### config.mk
export PLATFORM = sky130hd
export DESIGN_NAME = remote_comm_flat
export DESIGN_NICKNAME = d
export VERILOG_FILES = /design/src/rtl/remote_comm_if.sv /design/src/rtl/remote_comm.sv /design/src/flat_wrapper.sv
export SDC_FILE = /design/constraint.sdc
export NUM_CORES = 1
export LEC_CHECK = 0
export BUFFER_PORTS_ARGS = -buffer_cell sky130_fd_sc_hd__buf_2
export CORE_MARGIN = 10
export CORE_UTILIZATION = 42
export DETAILED_ROUTE_END_ITERATION = 12
export GPL_TIMING_DRIVEN = 0
export HOLD_SLACK_MARGIN = 0.12
export SLEW_MARGIN = 20
export SYNTH_ARGS = -nofsm -noshare
export SYNTH_HDL_FRONTEND = slang
export SYNTH_SLANG_ARGS = --single-unit
### constraint.sdc
create_clock -name clk -period 2.9 [get_ports clk]
set_input_delay 0.435 -clock clk [delete_from_list [all_inputs] [get_ports clk]]
set_output_delay 0.435 -clock clk [all_outputs]
set_load 0.02 [all_outputs]
### src/rtl/remote_comm_if.sv
// remote_comm_if: command/response bundle between a host and the remote_comm UART commander
//   snd_cmd  host -> dut  one-cycle transmit request
//   cmd      host -> dut  16-bit command word
//   rx       line -> dut  UART serial in from robot (asynchronous)
//   cmd_snt  dut -> host  one-cycle pulse, both bytes fully on the line
//   tx       dut -> line  UART serial out to robot, idle high
//   resp     dut -> host  last valid response byte
//   resp_rdy dut -> host  a valid response is held in resp
//   resp_tmo dut -> host  response watchdog expired
interface remote_comm_if;
    logic        snd_cmd;
    logic [15:0] cmd;
    logic        cmd_snt;
    logic        tx;
    logic        rx;
    logic [7:0]  resp;
    logic        resp_rdy;
    logic        resp_tmo;
    modport slave  (input snd_cmd, cmd, rx, output cmd_snt, tx, resp, resp_rdy, resp_tmo);
    modport master (output snd_cmd, cmd, rx, input cmd_snt, tx, resp, resp_rdy, resp_tmo);
endinterface

### src/rtl/remote_comm.sv
// remote_comm: sends a 16-bit command as two 8N1 UART bytes (high first) and receives 1-byte responses
//   clk  system clock
//   rst  synchronous active-high reset
//   bus  remote_comm_if.slave: snd_cmd/cmd in, cmd_snt/tx out, rx in, resp/resp_rdy/resp_tmo out
//   Optional macro RESP_TIMEOUT_EN adds a response watchdog driving resp_tmo (tied 0 otherwise).
module remote_comm #(
    parameter int BAUD_DIV   = 434,
    parameter int TMO_CYCLES = 50_000_000
) (
    input  logic         clk,
    input  logic         rst,
    remote_comm_if.slave bus
);
    localparam int            CW        = $clog2(BAUD_DIV);
    localparam logic [CW-1:0] BAUD_LAST = CW'(BAUD_DIV - 1);
    localparam logic [CW-1:0] HALF_LAST = CW'(BAUD_DIV / 2 - 1);

    if (BAUD_DIV < 4 || TMO_CYCLES < 1) begin : g_bad_cfg
        $error("remote_comm: BAUD_DIV must be >= 4 and TMO_CYCLES >= 1");
    end

    typedef enum logic [1:0] {TX_IDLE, TX_HIGH, TX_LOW} tx_state_t;
    typedef enum logic [1:0] {RX_IDLE, RX_START, RX_DATA, RX_STOP} rx_state_t;

    tx_state_t     r_tx_state, w_tx_state_nxt;
    logic [15:0]   r_shadow;
    logic [CW-1:0] r_baud, w_baud_nxt;
    logic [3:0]    r_bit, w_bit_nxt;
    logic          r_tx, w_tx_nxt;
    logic          r_cmd_snt, w_cmd_snt_nxt;
    logic          w_accept;
    logic [7:0]    w_tx_byte;

    rx_state_t     r_rx_state, w_rx_state_nxt;
    logic          r_rx_s1, r_rx_s2, r_rx_s3;
    logic [CW-1:0] r_rx_cnt, w_rx_cnt_nxt;
    logic [2:0]    r_rx_bit, w_rx_bit_nxt;
    logic [7:0]    r_rx_sh, w_rx_sh_nxt;
    logic [7:0]    r_resp;
    logic          r_resp_rdy;
    logic          w_rdy_set;

    assign w_tx_byte = (r_tx_state == TX_HIGH) ? r_shadow[15:8] : r_shadow[7:0];

    always_ff @(posedge clk) begin
        if (rst) begin
            r_tx_state <= TX_IDLE;
            r_shadow   <= '0;
            r_baud     <= '0;
            r_bit      <= '0;
            r_tx       <= 1'b1;
            r_cmd_snt  <= 1'b0;
        end else begin
            r_tx_state <= w_tx_state_nxt;
            r_shadow   <= w_accept ? bus.cmd : r_shadow;
            r_baud     <= w_baud_nxt;
            r_bit      <= w_bit_nxt;
            r_tx       <= w_tx_nxt;
            r_cmd_snt  <= w_cmd_snt_nxt;
        end
    end

    // TX is registered, so the value for the next bit is chosen when the current one ends.
    // After the HIGH stop bit the LOW start bit follows directly.
    always_comb begin
        w_tx_state_nxt = r_tx_state;
        w_baud_nxt     = r_baud;
        w_bit_nxt      = r_bit;
        w_tx_nxt       = r_tx;
        w_cmd_snt_nxt  = 1'b0;
        w_accept       = 1'b0;
        case (r_tx_state)
            TX_IDLE: begin
                if (bus.snd_cmd) begin
                    w_accept       = 1'b1;
                    w_tx_state_nxt = TX_HIGH;
                    w_baud_nxt     = '0;
                    w_bit_nxt      = '0;
                    w_tx_nxt       = 1'b0;
                end
            end
            TX_HIGH, TX_LOW: begin
                w_baud_nxt = r_baud + 1'b1;
                if (r_baud == BAUD_LAST) begin
                    w_baud_nxt = '0;
                    w_bit_nxt  = r_bit + 4'd1;
                    w_tx_nxt   = (r_bit == 4'd8) ? 1'b1 : w_tx_byte[r_bit[2:0]];
                    if (r_bit == 4'd9) begin
                        w_bit_nxt      = '0;
                        w_tx_state_nxt = (r_tx_state == TX_HIGH) ? TX_LOW : TX_IDLE;
                        w_tx_nxt       = (r_tx_state == TX_LOW);
                        w_cmd_snt_nxt  = (r_tx_state == TX_LOW);
                    end
                end
            end
            default: w_tx_state_nxt = TX_IDLE;
        endcase
    end

    always_ff @(posedge clk) begin
        if (rst) begin
            r_rx_s1    <= 1'b1;
            r_rx_s2    <= 1'b1;
            r_rx_s3    <= 1'b1;
            r_rx_state <= RX_IDLE;
            r_rx_cnt   <= '0;
            r_rx_bit   <= '0;
            r_rx_sh    <= '0;
            r_resp     <= '0;
            r_resp_rdy <= 1'b0;
        end else begin
            r_rx_s1    <= bus.rx;
            r_rx_s2    <= r_rx_s1;
            r_rx_s3    <= r_rx_s2;
            r_rx_state <= w_rx_state_nxt;
            r_rx_cnt   <= w_rx_cnt_nxt;
            r_rx_bit   <= w_rx_bit_nxt;
            r_rx_sh    <= w_rx_sh_nxt;
            r_resp     <= w_rdy_set ? r_rx_sh : r_resp;
            r_resp_rdy <= w_rdy_set | (r_resp_rdy & ~w_accept);
        end
    end

    // r_rx_s3 is the previous synchronized sample, used only to see the falling start edge.
    always_comb begin
        w_rx_state_nxt = r_rx_state;
        w_rx_cnt_nxt   = r_rx_cnt + 1'b1;
        w_rx_bit_nxt   = r_rx_bit;
        w_rx_sh_nxt    = r_rx_sh;
        w_rdy_set      = 1'b0;
        case (r_rx_state)
            RX_IDLE: begin
                w_rx_cnt_nxt = '0;
                if (r_rx_s3 && !r_rx_s2) w_rx_state_nxt = RX_START;
            end
            RX_START: begin
                if (r_rx_cnt == HALF_LAST) begin
                    w_rx_cnt_nxt   = '0;
                    w_rx_bit_nxt   = '0;
                    w_rx_state_nxt = r_rx_s2 ? RX_IDLE : RX_DATA;
                end
            end
            RX_DATA: begin
                if (r_rx_cnt == BAUD_LAST) begin
                    w_rx_cnt_nxt = '0;
                    w_rx_sh_nxt  = {r_rx_s2, r_rx_sh[7:1]};
                    w_rx_bit_nxt = r_rx_bit + 3'd1;
                    if (r_rx_bit == 3'd7) w_rx_state_nxt = RX_STOP;
                end
            end
            RX_STOP: begin
                if (r_rx_cnt == BAUD_LAST) begin
                    w_rx_cnt_nxt   = '0;
                    w_rx_state_nxt = RX_IDLE;
                    w_rdy_set      = r_rx_s2;
                end
            end
            default: w_rx_state_nxt = RX_IDLE;
        endcase
    end

`ifdef RESP_TIMEOUT_EN
    logic [31:0] r_wd_cnt;
    logic        r_wd_run;
    logic        r_resp_tmo;
    logic        w_wd_hit;

    // The cmd_snt cycle counts as cycle 0, so resp_tmo rises TMO_CYCLES cycles after the pulse.
    assign w_wd_hit = r_wd_run && !r_cmd_snt && !w_rdy_set && r_wd_cnt == 32'(TMO_CYCLES - 1);

    always_ff @(posedge clk) begin
        if (rst) begin
            r_wd_cnt   <= '0;
            r_wd_run   <= 1'b0;
            r_resp_tmo <= 1'b0;
        end else begin
            r_wd_cnt   <= r_cmd_snt ? 32'd1 : (r_wd_run ? r_wd_cnt + 32'd1 : r_wd_cnt);
            r_wd_run   <= r_cmd_snt | (r_wd_run & ~w_rdy_set & ~w_wd_hit);
            r_resp_tmo <= w_accept ? 1'b0 : (r_resp_tmo | w_wd_hit);
        end
    end

    assign bus.resp_tmo = r_resp_tmo;
`else
    assign bus.resp_tmo = 1'b0;
`endif

    assign bus.tx       = r_tx;
    assign bus.cmd_snt  = r_cmd_snt;
    assign bus.resp     = r_resp;
    assign bus.resp_rdy = r_resp_rdy;
endmodule

### src/flat_wrapper.sv
// flat-port wrapper written by rule: the top's interface ports become plain ports
module remote_comm_flat 
#(
    parameter int BAUD_DIV   = 434,
    parameter int TMO_CYCLES = 50_000_000
)
  (clk, rst, bus_snd_cmd, bus_cmd, bus_rx, bus_cmd_snt, bus_tx, bus_resp, bus_resp_rdy, bus_resp_tmo);
  remote_comm_if bus_i ();
  input  logic clk;
  input  logic rst;
  input wire logic [$bits(bus_i.snd_cmd)-1:0] bus_snd_cmd;
  input wire logic [$bits(bus_i.cmd)-1:0] bus_cmd;
  input wire logic [$bits(bus_i.rx)-1:0] bus_rx;
  output wire logic [$bits(bus_i.cmd_snt)-1:0] bus_cmd_snt;
  output wire logic [$bits(bus_i.tx)-1:0] bus_tx;
  output wire logic [$bits(bus_i.resp)-1:0] bus_resp;
  output wire logic [$bits(bus_i.resp_rdy)-1:0] bus_resp_rdy;
  output wire logic [$bits(bus_i.resp_tmo)-1:0] bus_resp_tmo;
  assign bus_i.snd_cmd = bus_snd_cmd;
  assign bus_i.cmd = bus_cmd;
  assign bus_i.rx = bus_rx;
  assign bus_cmd_snt = bus_i.cmd_snt;
  assign bus_tx = bus_i.tx;
  assign bus_resp = bus_i.resp;
  assign bus_resp_rdy = bus_i.resp_rdy;
  assign bus_resp_tmo = bus_i.resp_tmo;
  remote_comm #(.BAUD_DIV(BAUD_DIV), .TMO_CYCLES(TMO_CYCLES)) u_core (.clk(clk), .rst(rst), .bus(bus_i));
endmodule
== Word-level counts from Yosys, hierarchy flattened ==
Cells that the tools add are included.

* Register bits after elaboration: 67
* Word-level logic and storage cells: 97
* Input port bits: 20
* Output and inout bits: 12

* Mux-type cells: 37
* Bitwise operators: 6
* Add/subtract/negate cells: 4
* Order comparisons: 1
* Reduce and logical (&&, ||, !) cells: 15
* Eq/ne operators: 19

{| class="wikitable"
|+ Operators by type and width
! kind !! count
|-
| 9-bit two-way mux || 4
|-
| 9-bit case mux with 3 select lines || 1
|-
| 2-bit two-way mux || 10
|-
| 9-bit by 1-bit adder with 9-bit output (second input constant) || 2
|-
| 9-bit == test (second input constant) || 2
|-
| 9-bit case mux with 2 select lines || 1
|-
| 2-bit by 1-bit != test with 1-bit output (second input constant) || 7
|-
| 4-bit two-way mux || 3
|-
| 9-bit by 8-bit == test with 1-bit output (second input constant) || 1
|-
| 1-bit two-way mux || 9
|-
| 3-bit AND reduction || 3
|-
| 4-bit == test (second input constant) || 2
|-
| 8-bit two-way mux || 1
|-
| 2-bit case mux with 4 select lines || 1
|-
| 4-bit case mux with 2 select lines || 1
|-
| 2-bit == test (second input constant) || 3
|-
| 3-bit two-way mux || 2
|-
| 3-bit case mux with 2 select lines || 1
|-
| 5-bit AND reduction || 1
|-
| 4-bit by 1-bit adder with 4-bit output (second input constant) || 1
|-
| 2-bit by 1-bit == test with 1-bit output (second input constant) || 2
|-
| 2-bit zero test || 2
|-
| 3-bit by 4-bit less-than comparator with 1-bit output (second input constant) || 1
|-
| 1-bit inverter || 4
|-
| other kinds (14) || 17
|}

== Longest topological paths before layout ==
Gate-level depths: netlist (run 1).

* Word-level depth: 8
* Depth in mapped cells: 7
* Depth with buffers taken out: 6

== Worst setup path before layout (run 1) ==
No wires, ideal clock.

* Path kind: reg2reg
* Start: reg u_core.r_tx_state[0]
* End: reg u_core.r_bit[3]
* Data required time: 2.809 ns
* Data arrival time: 1.596 ns
* Period minus slack after synthesis: 1.687 ns
* Setup slack: 1.213 ns
* Cell stages (with the launch flop): 7
* Path buffers: 0
* Setup time: 0.091 ns
* Cell sequence: dfxtp_1 > inv_1 > ha_1 > inv_1 > nor4_4 > a41oi_1 > a311oi_1

* Longest elaborated chain between the ends: 4
* Elaborated cells between the ends (all ways): 9
* Classes of those cells: eq/ne (4); mux (1); reduce/logical (4)

{| class="wikitable"
|+ RTL lines
! element !! line !! source
|-
| start, declared || remote_comm.sv:25 || <nowiki>tx_state_t r_tx_state, w_tx_state_nxt;</nowiki>
|-
| start signal, assigned || remote_comm.sv:54 || <nowiki>r_tx_state <= w_tx_state_nxt;</nowiki>
|-
| 2-bit == test / 2-bit by 1-bit == test with 1-bit output (equally long branches) || remote_comm.sv:72 || <nowiki>case (r_tx_state)</nowiki>
|-
| 2-bit OR reduction || remote_comm.sv:72 ||
|-
| 2-bit by 1-bit != test with 1-bit output (no source line) / 2-bit nonzero test (equally long branches) || -- ||
|-
| 3-bit AND reduction (no source line) || -- ||
|-
| end signal, assigned || remote_comm.sv:57 || <nowiki>r_bit <= w_bit_nxt;</nowiki>
|-
| end, declared || remote_comm.sv:28 || <nowiki>logic [3:0] r_bit, w_bit_nxt;</nowiki>
|}

Parallel ways exist; a longest one is shown, timed or not.
A chain may end at the register's enable or synchronous reset.

== Worst setup path in the final report (run 1) ==
* Start: reg u_core.r_tx_state[1]
* End: reg u_core.r_bit[1]

Same word-level chain as after synthesis.

==> results of run 1 <==
cells in the mapped netlist, drive strengths merged, types with 2 or more instances:
library cell | n | area [um2]
a211oi | 2 | 27.5
a21oi | 23 | 115
a311oi | 4 | 35.0
a31oi | 3 | 18.8
and2 | 2 | 12.5
and3 | 7 | 43.8
buf | 8 | 48.8
clkbuf | 10 | 37.5
dfxtp | 67 | 1340
ha | 15 | 188
inv | 11 | 41.3
mux2 | 3 | 33.8
mux2i | 25 | 250
mux4 | 2 | 48.8
nand2 | 47 | 176
nand2b | 13 | 81.3
nand3 | 5 | 25.0
nand3b | 3 | 22.5
nand4 | 6 | 37.5
nand4b | 5 | 43.8
nand4bb | 4 | 61.3
nor2 | 34 | 128
nor2b | 3 | 18.8
nor3 | 8 | 40.0
o21ai | 9 | 45.0
o31ai | 2 | 15.0
or2 | 2 | 12.5
or3 | 2 | 12.5
xnor2 | 5 | 43.8
xor2 | 7 | 61.3
layer usage:
metal | up-vias | global-route usage, % | routed length [um]
li1 | 1293 | - | -
met1 | 1143 | 14.5 | 3020
met2 | 41 | 19.1 | 3040
met3 | 5 | 3.47 | 261
met4 | 0 | 3.77 | 70
met5 | - | 0 | 0
stage by stage:
step | total power [uW] | setup WS (ns) | cell area [um2] | util (%)
after CTS | 2270 | 0.924 | 3640 | 49.7
after global placement | 1560 | 0.952 | 3460 | 47.3
after global routing | 2400 | 0.727 | 3640 | 49.7
after detailed placement | 1560 | 0.937 | 3460 | 47.3
final | 2240 | 0.926 | 3640 | 49.7
after floorplan | 1430 | 1.21 | 3200 | -
logic make-up (layout without fill, tap and decap cells):
kind of cell             after synthesis  count (layout)  synth area share, %
AND/OR/NAND/NOR                      145             145                 24.0
flip-flops                            67              67                 42.0
other                                  1               1                0.117
XOR/XNOR                              12              12                 3.29
buffers and inverters                 29              74                 3.99
adder cells (fa/ha/maj)               15              15                 5.87
multiplexers                          30              30                 10.4
AO/OA/AOI/OAI                         51              51                 10.3
state kept, by name (all words and copies together), names as in the netlist, named ones only:
name and flops:
u_core.r_rx_sh 8, u_core.r_tx_state 2, u_core.r_rx_bit 3, u_core.r_rx_s2 1
u_core.r_baud 9, u_core.r_rx_s3 1, u_core.bus.cmd_snt 1, u_core.bus.resp 8
u_core.r_shadow 16, u_core.bus.tx 1, u_core.bus.resp_rdy 1, u_core.r_bit 4
u_core.r_rx_cnt 9, u_core.r_rx_state 1, u_core.r_rx_s1 1
worst max path at each step:
stage | startpoint | to | slack [ns] | depth (start not counted)
after detailed placement | u_core.r_tx_state[0] | u_core.r_bit[1] | 0.94 | 6
after floorplan | u_core.r_tx_state[0] | u_core.r_bit[3] | 1.21 | 6
after CTS | u_core.r_tx_state[0] | u_core.r_bit[1] | 0.92 | 6
after global placement | u_core.r_tx_state[1] | u_core.r_bit[1] | 0.95 | 6
final | u_core.r_tx_state[1] | u_core.r_bit[1] | 0.93 | 6
after global routing | u_core.r_tx_state[1] | u_core.r_bit[1] | 0.73 | 6
where the power goes:
| group | leakage, uW | switching, uW | total, uW | internal, uW |
|---|---|---|---|---|
| clock | 0.0000799 | 385 | 704 | 319 |
| combinational | 0.000792 | 320 | 508 | 188 |
| sequential | 0.000544 | 43.6 | 1030 | 985 |
| total | 0.00142 | 748 | 2240 | 1490 |
cell type report:
class	count	area, um2
sequential	67	1340
tap	99	124
fill	730	3690
timing repair buffer	29	145
multi-input combinational	254	1730
buffer	18	86.3
clock buffer	10	128
inverter	11	41.3
clock inverter	6	48.8
cell usage in the layout (no fill, tap or decap), types with 7 or more instances in the layout:
cell type / instances
a21oi_1: 23
clkbuf_1: 11
clkbuf_8: 9
inv_1: 11
nand2_1: 47
nand2b_1: 13
xor2_1: 7
mux2i_1: 25
nor2_1: 34
dfxtp_1: 67
buf_2: 35
and3_1: 7
ha_1: 15
nor3_1: 8
critical path, delay by kind of cell, from the launching register on:
family                   cells  cell delay [ns]
flip-flops                   1             0.37
adder cells (fa/ha/maj)      1             0.37
AND/OR/NAND/NOR              1             0.38
AO/OA/AOI/OAI                2             0.45
buffers and inverters        2             0.27
==> impl_metrics.yaml, run 1 <==
cts:
  ctsHtreeMaxLevel: 3
  cts_tree: "built"
  clk_latency_ns: 0.34
  cts_resized: 0
  hold_buffers: 0
  cts_buffers: 9
  clkSlewWorstSetupHoldPaths_ns: 0.08
  cts_buffer_depth: 2
  post_cts_buffers: 0
  root_buffer: "clkbuf_8"
  clock_sinks: 67
critical_path:
  cp.arrival_ns: 2.17
  crit_path_max_incr_delay_ns: 0.38
  end_kind: "flop"
  ff2ff_setup_slack_ns: 0.93
  slowest_stage: "nor2_1"
  crit_path_start_kind: "flop"
  reg2reg_depth: 6
  timing.rr.end: "u_core.r_bit[1]"
  crit_chain: "inv_1 -> ha_1 -> inv_1 -> o21a_1 -> nor2_1 -> a311oi_1"
  critical_path_class: "flop to flop"
  required_ns: 3.10
  cpMostUsedCell: "inv_1"
  timing.rr.start: "u_core.r_tx_state[1]"
  critPathMaxFanout: 6
drt:
  ant_nets: 0
  drt_pass1_iterations: 6
  wl_per_cell_um: 12.9
  drc: 0
  viasPerCell: 5.02
  drt-initial-drc-count: 65
  wl_mm: 6.38
  num_vias: 2482
logic_synthesis:
  synth_flop_cell: "dfxtp_1"
  avgSynthCellArea_um2: 9.13
  synth-seq-area-share_pct: 42.0
  async_flop_share_pct: 0
  synthCells: 350
  ys_warn_count: 0
  synth.net_count: 385
  syn-cell-area_mm2: 0.00320
  synth_edf_count: 0
  ys_ff_latch: 67
  yosysUniqueCellTypes: 49
hold_path:
  hold_depth: 2
  hold_end: "u_core.r_rx_s1"
  hold_start: "bus_rx"
  hold_path_class: "input port to flop"
sta:
  rsz0062_at_grt: "no"
  fmax_ghz: 0.506
  tns_ns: 0
  worstMarginPinSlew_ns: 0.526
  finClkSkew_ns: 0.00834
  hold_slack_ns: 0.285
  hold_violations: 0
  slew_violations: 0
  timing.slew.headroom_pct: 64.9
  period_share_pct: 68.1
  finalCriticalPeriod_ns: 1.97
  setup-violations-final: 0
placed_design:
  io_buffer_count: 29
  routabilityCongestion: 0.800
  place_inst: 478
  dp_hpwl_mm: 4.81
final_layout:
  layout.nets: 425
  antenna_cells: 0
  layout.cells.non_filler: 494
  final_layout_size_suffix_gt1_share_pct: 15.7
  area_growth_pct: 13.9
job:
  maxCapViolations: 0
floorplanning:
  die_x_um: 107
  ios: 32
  initial_core_util_pct: 43.6
  rows: 31
  core_mm2: 0.00733
  die_h_um: 107
  dieArea_mm2: 0.0115
pwr:
  power.density_mw_per_mm2: 615
  leakagePower_uw: 0.00142
  vdd_drop_max_v: 0.000321
grt:
  grt_pass1_wl_mm: 11.2
  grt_pass1_vias: 2444
  grt_overflow: 0
  grtUsageTotal_pct: 11.7
  antenna_found_initial: 0
  grt_start_max_net_pins: 14
run_status:
  outcome: "finished, final reports clean"
(Power assumes the default switching activity.)
==> run 2: changes to the inputs <==
- clock period: 2.9 -> 1.7 ns (I/O delays scaled with it)
==> impl_metrics.yaml, run 2 (synthesis gave the netlist of run 1 again) <==
run_status:
  outcome: "finished with violations"
  violations: "setup timing"
pwr:
  power.density_mw_per_mm2: 1050
  leakagePower_uw: 0.00148
  vdd_drop_max_v: 0.000565
sta:
  timing.slew.headroom_pct: 61.5
  rsz0062_at_grt: "yes"
  hold_slack_ns: 0.145
  slew_violations: 0
  finalCriticalPeriod_ns: 1.72
  worstMarginPinSlew_ns: 0.578
  finClkSkew_ns: 0.00889
  period_share_pct: 101
  fin_ws_ns: -0.0228
  hold_violations: 0
  setup-violations-final: 1
  fmax_ghz: 0.580
floorplanning:
  die_h_um: 107
  ios: 32
  die_x_um: 107
  dieArea_mm2: 0.0115
  initial_core_util_pct: 43.6
  core_mm2: 0.00733
  rows: 31
final_layout:
  area_growth_pct: 19.8
  final_core_util_pct: 52.2
  regMostFlops: "u_core.r_shadow"
  stdcell_area_mm2: 0.00383
  layout_common_cells: "dfxtp_1, nand2_1, nor2_1"
  layout.cells.non_filler: 502
  fillCellCount: 717
  largest_reg_flops: 16
  final_layout_size_suffix_gt1_share_pct: 24.8
  layout.nets: 433
  top_regs: "u_core.r_shadow: 16 flops, u_core.r_baud: 9 flops, u_core.r_rx_cnt: 9 flops"
  mostFrequentLayoutCell: "dfxtp_1"
  antenna_cells: 0
critical_path:
  end_kind: "flop"
  cp.arrival_ns: 1.98
  required_ns: 1.95
  crit_path_start_kind: "flop"
  critical_path_class: "flop to flop"
  startpoint: "u_core.r_tx_state[0]"
  timing.rr.end: "u_core.r_bit[1]"
  worst_path_dominant_cell_family: "compound AO/OA/AOI/OAI gates"
  timing.rr.start: "u_core.r_tx_state[0]"
  critPathMaxFanout: 6
  slowest_stage: "nor4_4"
  ff2ff_setup_slack_ns: -0.02
  path_buf_inv: 2
  crit_chain: "inv_2 -> ha_4 -> inv_2 -> nor4_4 -> a31oi_1 -> a311oi_2"
  cpMostUsedCell: "inv_2"
  crit_path_max_incr_delay_ns: 0.38
  reg2reg_depth: 6
cts:
  clk_latency_ns: 0.34
  cts_tree: "built"
  clock_sinks: 67
  cts_buffers: 9
  ctsHtreeMaxLevel: 3
  root_buffer: "clkbuf_8"
  clkSlewWorstSetupHoldPaths_ns: 0.08
  cts_buffer_depth: 2
hold_path:
  hold_end: "u_core.r_shadow[6]"
  hold_start: "bus_cmd[6]"
  hold_depth: 3
  hold_path_class: "input port to flop"
placed_design:
  place_inst: 478
  io_buffer_count: 29
  routabilityCongestion: 0.800
  dpl-instance-area_mm2: 0.00346
  dp_hpwl_mm: 4.81
job:
  maxCapViolations: 0
grt:
  grtUsageTotal_pct: 11.9
  grt_overflow: 0
  grt_pass1_vias: 2484
  antenna_found_initial: 0
  grt_pass1_wl_mm: 11.3
  grt_start_max_net_pins: 14
drt:
  num_vias: 2540
  wl_mm: 6.74
  viasPerCell: 5.06
  drc: 0
  drt-initial-drc-count: 60
  drt_pass1_iterations: 7
  wl_per_cell_um: 13.4
  ant_nets: 0
run 2: cell count changes in the layout (fill, tap and decap cells not counted), moves of 3 or more:
cell      delta
clkbuf_1     -3
dfxtp_2      +5
ha_1         -5
inv_1        -5
inv_2        +5
ha_4         +4
buf_4       +10
dfxtp_4      +4
buf_2        -3
dfxtp_1      -9
run 2: layout make-up:
type,instances,area (um2),share of cell area [%]
inverters,11,41.3,1.08
multi-input cells,254,1820,47.5
well taps,99,124,3.24
flip-flops and latches,67,1360,35.6
clock inverters,6,48.8,1.27
plain buffers,17,92.6,2.42
repair buffers,38,215,5.62
clock buffers,10,128,3.33
run 2: worst max path at each step:
stage	slack, ns	endpoint	cells past startpoint
floorplan	0.01	u_core.r_bit[3]	6
global placement	-0.25	u_core.r_bit[1]	6
detailed placement	-0.26	u_core.r_bit[1]	6
CTS	-0.001	u_core.r_bit[1]	6
global route	-0.13	u_core.r_bit[1]	6
finish	-0.02	u_core.r_bit[1]	6
run 2: through the flow:
step | setup WS [ns] | power [uW] | setup TNS (ns)
5_1_grt | -0.131 | 4290 | -0.278
4_1_cts | -0.00102 | 3980 | -0.00102
3_3_place_gp | -0.248 | 2650 | -1.68
2_1_floorplan | 0.0130 | 2440 | 0
6_report | -0.0228 | 4020 | -0.0228
3_5_place_dp | -0.263 | 2670 | -1.95
run 2: metal layers:
layer	wire (um)	track usage [%]	share of wire, %
met5	0	0	0
met4	72	3.77	1.1
met3	237	3.47	3.5
met2	3250	19.3	48
met1	3180	14.7	47
run 2: report_power, final:
group	switching [uW]	internal [uW]
logic	606	437
clock network	664	545
registers	77.9	1690
run 2: repair_timing:
item,CTS,global route
buffers inserted,1,7
hold endpoints to repair,1,0
hold buffers,1,0
gates resized for setup,16,28
setup endpoints to repair,39,54
pin swaps,3,6
run 2: worst min-delay path, cell delays in order:
cell     delay, ns
buf_2         0.09
nand2_1       0.05
a21oi_1       0.05
==> run 3: changes to the inputs <==
- SETUP_SLACK_MARGIN: unset -> 0.02
==> impl_metrics.yaml, run 3 (synthesis gave the netlist of run 1 again) <==
run_status:
  outcome: "finished, final reports clean"
sta:
  rsz0062_at_grt: "yes"
  setup-violations-final: 0
  timing.slew.headroom_pct: 62.9
  finClkSkew_ns: 0.0130
  fmax_ghz: 0.595
  finalCriticalPeriod_ns: 1.68
  period_share_pct: 98.9
  slew_violations: 0
  hold_violations: 0
  worstMarginPinSlew_ns: 0.556
  hold_slack_ns: 0.152
critical_path:
  end_kind: "flop"
  crit_chain: "inv_2 -> ha_4 -> nand4b_1 -> nor4_4 -> nand4b_1 -> a311oi_2"
  reg2reg_depth: 6
  critPathMaxFanout: 5
  critical_path_class: "flop to flop"
  timing.rr.start: "u_core.r_baud[1]"
  crit_path_start_kind: "flop"
  crit_path_max_incr_delay_ns: 0.45
  cpMostUsedCell: "nand4b_1"
  timing.rr.end: "u_core.r_bit[1]"
  cp.arrival_ns: 1.93
  cp-endpoint: "u_core.r_bit[1]"
  slowest_stage: "nor4_4"
  startpoint: "u_core.r_baud[1]"
  ff2ff_setup_slack_ns: 0.02
  required_ns: 1.95
drt:
  wl_mm: 6.78
  num_vias: 2586
  drt_pass1_iterations: 5
  wl_per_cell_um: 13.5
  drc: 0
  viasPerCell: 5.15
  ant_nets: 0
  drt-initial-drc-count: 110
pwr:
  switching_share_pct: 30.6
  vdd_drop_max_v: 0.000558
  power.density_mw_per_mm2: 1080
  clkPwrFrac_pct: 30.7
  power_frac_comb_pct: 27.4
  leakagePower_uw: 0.00152
  p_switching_uw: 1290
  p_int_uw: 2930
  seqPwrFrac_pct: 41.9
final_layout:
  mostFrequentLayoutCell: "dfxtp_1"
  layout_common_cells: "dfxtp_1, nand2_1, nor2_1"
  top_regs: "u_core.r_shadow: 16 flops, u_core.r_baud: 9 flops, u_core.r_rx_cnt: 9 flops"
  layout.cells.non_filler: 502
  final_layout_size_suffix_gt1_share_pct: 25.1
  seq_area_mm2: 0.00136
  regMostFlops: "u_core.r_shadow"
  fillCellCount: 671
  multi_input_area_mm2: 0.00186
  layout.nets: 436
  area_growth_pct: 22.2
  antenna_cells: 0
  largest_reg_flops: 16
placed_design:
  routabilityCongestion: 0.776
  place_inst: 478
  io_buffer_count: 29
  dp_hpwl_mm: 4.72
hold_path:
  hold_path_class: "input port to flop"
grt:
  grtUsageTotal_pct: 12.0
  grt_overflow: 0
  grt_pass1_wl_mm: 11.3
  grt_start_max_net_pins: 11
  grt_pass1_vias: 2463
  antenna_found_initial: 0
floorplanning:
  die_x_um: 107
  dieArea_mm2: 0.0115
  core_mm2: 0.00733
  ios: 32
  initial_core_util_pct: 43.6
  rows: 31
  die_h_um: 107
cts:
  root_buffer: "clkbuf_8"
  cts_buffer_depth: 2
  cts_buffers: 9
  ctsHtreeMaxLevel: 3
  clkSlewWorstSetupHoldPaths_ns: 0.08
  clock_sinks: 67
  clk_latency_ns: 0.34
  cts_tree: "built"
job:
  maxCapViolations: 0
run 3: timing repair:
action                                 4_1_cts  5_1_grt
gates cloned                                 0        1
endpoints found under the hold margin        1        0
resized for setup                           24       27
hold buffers                                 1        0
pin swaps                                    6        4
setup endpoints to repair                   38       46
setup buffers                                7        3
run 3: power groups by stage:
stage / clock network, uW / logic [uW] / registers [uW]
finish: 1300 / 1160 / 1770
global route: 1410 / 1270 / 1780
CTS: 1340 / 1060 / 1760
detailed placement: 0 / 866 / 1790
global placement: 0 / 876 / 1790
floorplan: 0 / 659 / 1780
run 3: stage by stage:
step	utilization (%)	setup slack, ns	total power [uW]	area, um2	TNS, ns
CTS	51.5	0.0200	4160	3780	0
floorplan	-	0.0335	2440	3200	0
finish	53.3	0.0183	4220	3900	0
global placement	47.3	-0.201	2660	3460	-1.49
global route	53.3	-0.0940	4460	3900	-0.223
detailed placement	47.3	-0.189	2660	3460	-1.63
run 3: area by class of cell:
| type | count | share of cell area, % |
|---|---|---|
| clock buffer | 11 | 3.88 |
| inverter | 11 | 1.12 |
| timing repair buffer | 40 | 5.90 |
| tap | 99 | 3.17 |
| clock inverter | 2 | 0.962 |
| multi-input combinational | 255 | 47.5 |
| buffer | 17 | 2.63 |
| sequential | 67 | 34.8 |
run 3: worst min path at each step:
stage                        start  slack [ns]                  end  cells after the start
floorplan                   bus_rx        0.36       u_core.r_rx_s1                      1
global placement    u_core.r_rx_s1        0.39       u_core.r_rx_s2                      1
detailed placement  u_core.r_rx_s1        0.40       u_core.r_rx_s2                      1
CTS                    bus_cmd[11]        0.14  u_core.r_shadow[11]                      3
global route            bus_cmd[4]        0.14   u_core.r_shadow[4]                      3
finish                 bus_cmd[11]        0.15  u_core.r_shadow[11]                      3
run 3: critical path, delay by kind of cell (launching register included):
family | cells | cell delay (ns)
adder cells (fa/ha/maj) | 1 | 0.12
AND/OR/NAND/NOR | 3 | 0.82
flip-flops | 1 | 0.34
buffers and inverters | 1 | 0.06
AO/OA/AOI/OAI | 1 | 0.27
run 3: per-layer routing:
| layer | routed length (um) | GRT usage, % |
|---|---|---|
| met1 | 3170 | 14.7 |
| met2 | 3210 | 19.4 |
| met3 | 326 | 4.07 |
| met4 | 76 | 3.48 |
| met5 | 0 | 0 |
